## src/rtl/mem_arbiter.sv

```systemverilog
`default_nettype none
// +----------------------------------------------------------------------+
// | Module : mem_arbiter                                                 |
// | Brief  : Two-port (cpu / external loader) arbiter onto one memory.   |
// |          Round-robin on ties, ext_lock keeps the loader on the port, |
// |          one access per IDLE -> ACC -> ACK pass.                     |
// | Rev    : 1.0  initial release                                        |
// +----------------------------------------------------------------------+
module mem_arbiter #(
  parameter int AW = 8,
  parameter int DW = 8
) (
  input  logic          clk,
  input  logic          clr,
  input  logic          cpu_req,
  input  logic          cpu_we,
  input  logic [AW-1:0] cpu_addr,
  input  logic [DW-1:0] cpu_wdata,
  output logic          cpu_ack,
  output logic [DW-1:0] cpu_rdata,
  input  logic          ext_req,
  input  logic          ext_we,
  input  logic [AW-1:0] ext_addr,
  input  logic [DW-1:0] ext_wdata,
  output logic          ext_ack,
  output logic [DW-1:0] ext_rdata,
  input  logic          ext_lock,
  output logic          mem_en,
  output logic          mem_we,
  output logic [AW-1:0] mem_addr,
  output logic [DW-1:0] mem_wdata,
  input  logic [DW-1:0] mem_rdata,
  output logic          busy,
  output logic          owner
);

  typedef enum logic [1:0] {
    IDLE = 2'd0,
    ACC  = 2'd1,
    ACK  = 2'd2
  } state_t;

  state_t        state;
  state_t        state_nxt;
  logic          take;
  logic          grant;
  logic          we_q;
  logic [AW-1:0] addr_q;
  logic [DW-1:0] wdata_q;
  logic [DW-1:0] cpu_rdata_q;
  logic [DW-1:0] ext_rdata_q;

  // Arbitration: lock keeps ext on the port, otherwise ties go to the non-owner.
  always_comb begin
    take  = 1'b0;
    grant = owner;
    if (owner && ext_lock && ext_req) begin
      take  = 1'b1;
      grant = 1'b1;
    end else if (cpu_req && ext_req) begin
      take  = 1'b1;
      grant = ~owner;
    end else if (cpu_req) begin
      take  = 1'b1;
      grant = 1'b0;
    end else if (ext_req) begin
      take  = 1'b1;
      grant = 1'b1;
    end
  end

  // State register; reset aborts any access in flight.
  always_ff @(posedge clk) begin
    if (!clr) state <= IDLE;
    else      state <= state_nxt;
  end

  // Next-state and control strobes.
  always_comb begin
    state_nxt = state;
    mem_en    = 1'b0;
    mem_we    = 1'b0;
    cpu_ack   = 1'b0;
    ext_ack   = 1'b0;
    busy      = 1'b1;
    case (state)
      IDLE: begin
        busy = 1'b0;
        if (take) state_nxt = ACC;
      end
      ACC: begin
        mem_en    = 1'b1;
        mem_we    = we_q;
        state_nxt = ACK;
      end
      ACK: begin
        cpu_ack   = ~owner;
        ext_ack   = owner;
        state_nxt = IDLE;
      end
      default: state_nxt = IDLE;
    endcase
  end

  // Grant capture and read-data hold registers.
  always_ff @(posedge clk) begin
    if (!clr) begin
      owner       <= 1'b1;
      we_q        <= 1'b0;
      addr_q      <= '0;
      wdata_q     <= '0;
      cpu_rdata_q <= '0;
      ext_rdata_q <= '0;
    end else begin
      if (state == IDLE && take) begin
        owner   <= grant;
        we_q    <= grant ? ext_we    : cpu_we;
        addr_q  <= grant ? ext_addr  : cpu_addr;
        wdata_q <= grant ? ext_wdata : cpu_wdata;
      end
      if (state == ACK && !we_q) begin
        if (owner) ext_rdata_q <= mem_rdata;
        else       cpu_rdata_q <= mem_rdata;
      end
    end
  end

  // Memory returns data in the ACK cycle: pass it through while ack is high,
  // then the hold register keeps it until the owner's next read.
  assign cpu_rdata = (state == ACK && !owner && !we_q) ? mem_rdata : cpu_rdata_q;
  assign ext_rdata = (state == ACK &&  owner && !we_q) ? mem_rdata : ext_rdata_q;
  assign mem_addr  = addr_q;
  assign mem_wdata = wdata_q;

endmodule
`default_nettype wire
```

## config.mk

```make
export PLATFORM = sky130hd
export DESIGN_NAME = mem_arbiter
export DESIGN_NICKNAME = d
export VERILOG_FILES = /design/src/rtl/mem_arbiter.sv
export SDC_FILE = /design/constraint.sdc
export NUM_CORES = 1
export LEC_CHECK = 0
export CAP_MARGIN = 20
export CORE_MARGIN = 5
export CORE_UTILIZATION = 34
export DETAILED_ROUTE_END_ITERATION = 7
export MAX_ROUTING_LAYER = met4
export PLACE_DENSITY = 0.75
export SLEW_MARGIN = 5
export SYNTH_ARGS = -nofsm -noshare
export SYNTH_HDL_FRONTEND = slang
export SYNTH_SLANG_ARGS = --single-unit
```

## constraint.sdc

```tcl
create_clock -name clk -period 1.5 [get_ports clk]
set_clock_uncertainty 0.1 [all_clocks]
set_input_delay 0.225 -clock clk [delete_from_list [all_inputs] [get_ports clk]]
set_output_delay 0.225 -clock clk [all_outputs]
set_load 0.02 [all_outputs]
```

### Yosys cells after proc, flatten, opt, wreduce, memory -nomap -nowiden

Cells that the tools add are included.

* register bits after elaboration: 36
* latch bits: 0
* memory bits (writable): 0
* bits in read-only memories: 0
* input bits: 47
* output and inout bits: 38
* logic and storage cells: 45
* memories kept: 0

* add/sub/neg operators: 0
* $mul: 0
* div/mod/pow operators: 0
* order comparisons: 0
* eq/ne operators: 3
* shift-type cells: 0
* muxes and demuxes: 20
* bitwise logic cells: 1
* reductions and logical operators: 14

Operators with widths (number)
* 2-to-1 mux 8 bit: 4
* 2-to-1 mux 1 bit: 14
* logical AND 1 bit: 9
* case mux 2 bit (2 select lines): 1
* AND reduction 2 bit: 2
* equality test 2 x 1 -> 1 bit, second input constant: 1
* equality test 2 bit, second input constant: 1
* zero test 1 bit: 2
* zero test 2 bit: 1
* 2-to-1 mux 2 bit: 1
* != test 2 bit, second input constant: 1
* inverter 1 bit: 1

### Logic depth before layout (Yosys ltp)

Gate-level depths: netlist (run 1).

* depth in word-level cells: 6
* depth in mapped cells: 6
* depth with buffers taken out: 4

### Worst setup path after synthesis (run 1)

Ideal clock, no wire load.

* path type: reg2reg
* start: reg owner
* end: reg ext_rdata_q[0]
* library setup time: 0.115 ns
* arrival time: 1.570 ns
* data required time: 1.285 ns
* path slack: -0.285 ns
* cell stages (with the launch flop): 5
* path buffers: 0
* period minus slack after synthesis: 1.785 ns
* path through: dfxtp_1 -> inv_2 -> nor3_4 -> mux2_2 -> and2_1

* cells in the longest elaborated chain, start to end: 1

RTL lines
* start: declaration: line 34 `output logic owner`
* start signal: assignment: line 116 `owner <= grant;`
* AND reduction 2 bit (no line)
* end signal: assignment: line 122 `if (owner) ext_rdata_q <= mem_rdata;`
* end: declaration: line 51 `logic [DW-1:0] ext_rdata_q;`

Every way passes these cells.
A chain may end at the register's enable or synchronous reset.

### Final worst setup path (run 1)

* start: reg state[0]
* end: out cpu_rdata[5]

* cells in the longest elaborated chain, start to end: 4

RTL lines
* start: declaration: line 43 `state_t state;`
* start signal: assignment: line 75 `else state <= state_nxt;`
* equality test 2 bit: line 130 `assign cpu_rdata = (state == ACK && !owner && !we_q) ? mem_rdata : cpu_rdata_q;`
* logical AND 1 bit (2 in a row): line 130
* 2-to-1 mux 8 bit: line 130
* end: declaration: line 20 `output logic [DW-1:0] cpu_rdata,`

Every way passes these cells.

==> results of run 1 <==
==> Yosys cell counts <==
cell / n
nor2b_1: 1
and2b_1: 1
o21ai_2: 1
or2_1: 1
inv_1: 1
dfxtp_1: 36
nand2b_1: 1
and2_1: 19
inv_2: 1
clkbuf_1: 4
nor3_4: 2
a31oi_1: 17
o21a_1: 1
nor2_2: 1
buf_2: 2
mux2_2: 15
mux2_4: 1
o211ai_1: 1
clkbuf_2: 1
buf_4: 2
nor2_1: 3
o21ai_0: 17
or2b_1: 1
nand2_1: 35
==> critical path: cells and delay by family, from the launching register on <==
family | cells | cell delay [ns]
DFF | 1 | 0.32
and+or+nand+nor | 2 | 0.32
muxes | 1 | 0.32
buffers and inverters | 2 | 0.30
==> cell type report <==
| cell class | instances | area, um2 | area share, % |
|---|---|---|---|
| Sequential cell | 36 | 728 | 24.0 |
| Inverter | 2 | 7.51 | 0.248 |
| Clock buffer | 8 | 90.1 | 2.97 |
| Multi-Input combinational cell | 118 | 897 | 29.6 |
| Timing Repair Buffer | 115 | 1240 | 41.0 |
| Tap cell | 52 | 65.1 | 2.15 |
==> power by group through the flow <==
stage,combinational (W),sequential [W],clock [W]
floorplan,0.000259,0.00116,0
global placement,0.000706,0.00109,0
detailed placement,0.000712,0.00109,0
CTS,0.000688,0.00107,0.000723
global route,0.000951,0.00109,0.000760
finish,0.000891,0.00108,0.000697
==> sequential cells by signal, summed over array words and instances, names as in the netlist <==
register / flops
cpu_rdata_q: 8
ext_rdata_q: 8
mem_addr: 8
mem_wdata: 8
owner: 1
state: 2
we_q: 1
==> metal layers <==
layer	up-vias	track usage [%]	part of all wire (%)
met4	0	3.67	1.5
met1	725	16.5	39
met3	9	5.20	7.3
met5	-	-	0
met2	61	24.2	52
li1	792	-	-
==> cell families (layout without fill, tap and decap cells) <==
| group | after synthesis | count (layout) | synth area share (%) |
|---|---|---|---|
| compound gates | 37 | 37 | 14.3 |
| simple gates | 65 | 65 | 22.2 |
| buf+inv | 11 | 125 | 3.49 |
| flops | 36 | 36 | 47.8 |
| mux | 16 | 16 | 12.2 |
==> how the worst max path moves through the flow <==
stage / start / to / slack (ns) / depth (start not counted)
floorplan: state[0] / ext_rdata_q[0] / -0.10 / 4
global placement: state[1] / ext_rdata[1] / -0.48 / 5
detailed placement: state[0] / ext_rdata[1] / -0.51 / 5
CTS: state[0] / cpu_rdata[7] / -0.41 / 5
global route: state[0] / cpu_rdata[6] / -0.42 / 5
finish: state[0] / cpu_rdata[5] / -0.38 / 5
==> repair_timing <==
item / CTS / global route
setup endpoints to repair: 49 / 47
pin swaps: 2 / 4
gates resized for setup: 143 / 51
gates cloned: 0 / 7
hold buffers: 0 / 0
buffers inserted: 4 / 6
==> through the flow <==
step / total power, W / setup slack (ns) / utilization [%] / hold WS [ns]
3_5_place_dp: 0.00180 / -0.508 / 59.4 / 0.429
3_3_place_gp: 0.00179 / -0.480 / 59.4 / 0.426
4_1_cts: 0.00248 / -0.414 / 62.5 / 0.390
6_report: 0.00267 / -0.375 / 70.1 / 0.397
2_1_floorplan: 0.00142 / -0.104 / - / 0.263
5_1_grt: 0.00280 / -0.422 / 70.1 / 0.402
==> key figures, run 1 <==
Finish
  • Ant. Diodes: 0
  • Nets@finish: around 330
  • Layout cells sized above 1: 36.6%
  • Leading cell type in the layout, fill and taps excluded: clkdlybuf4s50_1
  • Area added between synthesis and finish: 101%
  • Commonest non-fill, non-tap cells in the layout: clkdlybuf4s50_1, nand2_1, dfxtp_1
  • Design Area, Final: 3030 um2
  • FILL cells: between 300 and 400
  • Finished Layout Cells: ~330

Worst setup path
  • Crit path largest cell delay: ~0.32 ns
  • Arrival time worst endpoint: 1.55 ns
  • R2r setup slk: -0.09 ns
  • R2R cell count: 6
  • Setup CP Type: flip-flop to primary output
  • Crit path max fanout: 8
  • FF-to-FF End: cpu_rdata_q[2]
  • Critical-path cell list: nand2b_4, nor3_4, buf_12, mux2_4, buf_6
  • Worst setup EP type: primary output
  • CP required: 1.17 ns
  • CP Launch Type: flip-flop
  • Critical R2R Launch: state[0]
  • Slowest stage cell on the critical path: dfxtp_2

Pwr
  • Power per cell area: 880 nW/um2
  • Switch Pwr: around 0.00077 W
  • Logic pwr share: about a third
  • Max VDD drop: roughly 0.5 mV
  • Seq pwr share: 40.5%
  • Sw Share: 28.9%
  • Leakage power: approximately 1.3 nW
  • Int Pwr: between 0.0015 and 0.002 W
  • Clk pwr share: 26.1%

Floorplan
  • Core Rows: 24
  • Initial Util: a little over a third
  • IO Count: between 80 and 90
  • Core area: roughly 4300 um2
  • Chip Height: ~77 um
  • Die width: around 77 um
  • Die area: 5860 um2

Detailed routing
  • Drt pass-1 iters: 4
  • DRT antenna net count: 0
  • Drt drc: 0
  • Vias per inst: about 4.8
  • 1st-iter DRT viols: 32
  • DR WL/cell: 15.3 um
  • Vias: 1587
  • Wirelength, routed: 5050 um

Clock tree
  • Clock buffer depth: 2
  • Clk sinks: 36
  • Clock root cell: clkbuf_8
  • Clk Latency, worst-skew pair: 0.28 ns
  • Clock transition at path regs: approximately 0.07 ns
  • CTS tree: done
  • H-tree level count: 2
  • CTS buffer count: 5

Synthesis
  • Syn. warnings: 0
  • Yosys top cell area share: between 40% and 50%
  • Post-Syn Instances: between 150 and 200
  • Syn nets: about 210
  • #FFs+latches synth: 36
  • Cell variety after synth: 24
  • Synthesized area per cell: 9.13 um2
  • Synth area leader: dfxtp_1
  • Sequential cell area fraction in the yosys report: between 40% and 50%
  • Synthesized area: 1510 um2
  • Top cells by area, synth: dfxtp_1, mux2_2, nand2_1, and2_1, a31oi_1

Placed design
  • Post-Place Cell Area: between 2000 and 3000 um2
  • Hpwl dp: approximately 3200 um
  • Placed cells: 307
  • Input/output buffers: 84
  • Gpl congestion: approximately 0.7

STA
  • Max Slew Vio Count: 0
  • Transition time of the tightest slew-check pin: ~0.24 ns
  • Period utilization: 125%
  • Tmin final: 1.88 ns
  • Final hold violations: 0
  • Max Freq: between 500 and 600 MHz
  • Finish-stage setup viols: 22
  • RSZ-0062 raised after global routing: true
  • Final TNS setup: -6.23 ns
  • Final worst-path setup slack: -0.375 ns
  • Max-slew headroom: ~84%

Worst hold path
  • Hold endpoint: we_q
  • Hold path cells: 3
  • Hold path start: ext_we
  • Worst Hold Class: primary input to flip-flop

GRT
  • Initial antenna violation count: 0
  • Largest net degree at the start of global routing: 38
  • First-pass GRT wire length: a little under 7000 um
  • GR Overflow Total: 0
  • Vias in the first global route: about 1400
  • GRT Total Usage: between 10% and 20%

Job
  • Max-Cap Viols: 0

Status
  • Failing checks: negative setup slack
  • Status: finished with violations
Power figures use the tool's default switching activity.
==> run 2: changes to the inputs <==
Settings changed: SLEW_MARGIN 5 to 20, TNS_END_PERCENT from default to 5.
==> key figures, run 2 (synthesized netlist as in run 1, its figures left out) <==
Finish
  • Layout cells sized above 1: around a quarter
  • Ant. Diodes: 0
  • Leading cell type in the layout, fill and taps excluded: clkdlybuf4s50_1
  • Design Area, Final: around 2600 um2
  • Commonest non-fill, non-tap cells in the layout: clkdlybuf4s50_1, nand2_1, dfxtp_1
  • Util after Layout: slightly above 60%
  • Nets@finish: 311
  • FILL cells: 402
  • Area added between synthesis and finish: 74.3%

Status
  • Failing checks: negative setup slack
  • Status: finished with violations

Pwr
  • Power per cell area: between 900 and 1000 nW/um2
  • Switch Pwr: 0.000676 W
  • Max VDD drop: roughly 0.54 mV
  • Logic pwr share: 27.8%
  • Seq pwr share: 44.0%
  • Sw Share: 27.9%
  • Int Pwr: between 0.0015 and 0.002 W
  • Clk pwr share: 28.2%
  • Leakage power: around 1.2 nW
  • Post-layout total power: approximately 0.0024 W

GRT
  • Vias in the first global route: around 1500
  • First-pass GRT wire length: 6730 um
  • GR Overflow Total: 0
  • GRT Total Usage: between 10 and 15%
  • Largest net degree at the start of global routing: 37
  • Initial antenna violation count: 0

Worst setup path
  • Arrival time worst endpoint: about 1.6 ns
  • Worst setup EP type: primary output
  • CP Launch Type: flip-flop
  • CP required: ~1.2 ns
  • Crit path max fanout: 6
  • Setup CP Type: flip-flop to primary output

Worst hold path
  • Worst Hold Class: primary input to flip-flop

Placed design
  • Hpwl dp: 3200 um
  • Post-Place Cell Area: 2560 um2
  • Input/output buffers: 84
  • Place WS: -0.508 ns
  • Gpl congestion: 0.787

Detailed routing
  • Drt pass-1 iters: 4
  • 1st-iter DRT viols: 33
  • Vias: about 1500
  • Vias per inst: 4.62
  • DRT antenna net count: 0
  • DR WL/cell: 13.1 um
  • Drt drc: 0
  • Wirelength, routed: 4150 um

STA
  • Max Slew Vio Count: 0
  • Tmin final: 1.87 ns
  • Final worst-path setup slack: -0.374 ns
  • Finish-stage setup viols: 17
  • Period utilization: 125%
  • Hold slack: 0.402 ns
  • Transition time of the tightest slew-check pin: 0.227 ns
  • Final hold violations: 0
  • Max-slew headroom: ~85%
  • RSZ-0062 raised after global routing: true
  • Max Freq: 534 MHz

Clock tree
  • CTS buffer count: 5
  • Clock root cell: clkbuf_8
  • Post-CTS setup repair buffer count: 0
  • Clock transition at path regs: ~0.07 ns
  • Clk sinks: 36
  • H-tree level count: 2
  • Clock buffer depth: 2
  • CTS tree: done
  • Clk Latency, worst-skew pair: approximately 0.28 ns

Job
  • Max-Cap Viols: 0

Floorplan
  • Chip Height: around 77 um
  • Initial Util: 34.8%
  • IO Count: 85
  • Die area: between 5000 and 6000 um2
  • Core area: 4320 um2
  • Die width: 76.6 um
  • Core Rows: 24
run 2: changes by cell type in the layout (fill, tap and decap cells not counted), moves of 4 or more:
cell and change:
mux2_2 +5, and2_1 +7, and2_4 -7, o21ai_0 +13, o21ai_2 -5, o21ai_1 -7, mux2_4 -5, buf_4 +5
clkbuf_16 -4, buf_6 -18, buf_2 +7
run 2: metrics by stage:
step / TNS (ns) / std cells
after floorplan: -1.72 / 165
after global placement: -9.34 / 309
after detailed placement: -10.03 / 309
after CTS: -6.01 / 317
after global routing: -7.97 / 317
final: -5.67 / 317
run 2: power by group through the flow:
| stage | Sequential [W] | Combinational (W) | Clock (W) |
|---|---|---|---|
| 3_3_place_gp | 0.00109 | 0.000707 | 0 |
| 4_1_cts | 0.00107 | 0.000675 | 0.000716 |
| 2_1_floorplan | 0.00116 | 0.000256 | 0 |
| 5_1_grt | 0.00108 | 0.000733 | 0.000770 |
| 6_report | 0.00107 | 0.000674 | 0.000685 |
| 3_5_place_dp | 0.00109 | 0.000711 | 0 |
run 2: layout make-up:
type | count | area [um2] | share of cell area (%)
Clock buffer | 8 | 90.1 | 3.43
Inverter | 2 | 7.51 | 0.286
Multi-Input combinational cell | 118 | 786 | 29.9
Sequential cell | 36 | 726 | 27.6
Tap cell | 52 | 65.1 | 2.48
Timing Repair Buffer | 101 | 951 | 36.2
run 2: critical path, cell delays in order, from the launching register on:
cell and delay (ns):
dfxtp_1 0.32, nand2b_4 0.17, nor3_4 0.13, buf_6 0.15, mux2_2 0.36, buf_6 0.14
run 2: final timing paths:
check                                 start              to  slack (ns)  depth (start not counted)
worst max-delay path               state[0]    cpu_rdata[1]       -0.37                          5
worst min register to register  mem_addr[7]     mem_addr[7]        0.44                          2
worst min-delay path            ext_addr[6]     mem_addr[6]        0.40                          3
worst max register to register     state[0]  cpu_rdata_q[1]        0.01                          5
run 2: repair_timing:
item	4_1_cts	5_1_grt
hold buffers	0	0
endpoints found under the setup margin	45	44
resized for setup	125	9
gates cloned	0	0
pin swaps	1	0
run 2: routing by layer:
metal / part of all wire [%] / global-route usage, % / vias up / wire [um]
met5: 0 / - / - / 0
met4: 1.5 / 3.85 / 0 / 64
met3: 9.8 / 8.04 / 7 / 408
met2: 48 / 23.8 / 52 / 1980
met1: 41 / 15.1 / 642 / 1690
li1: - / - / 762 / -
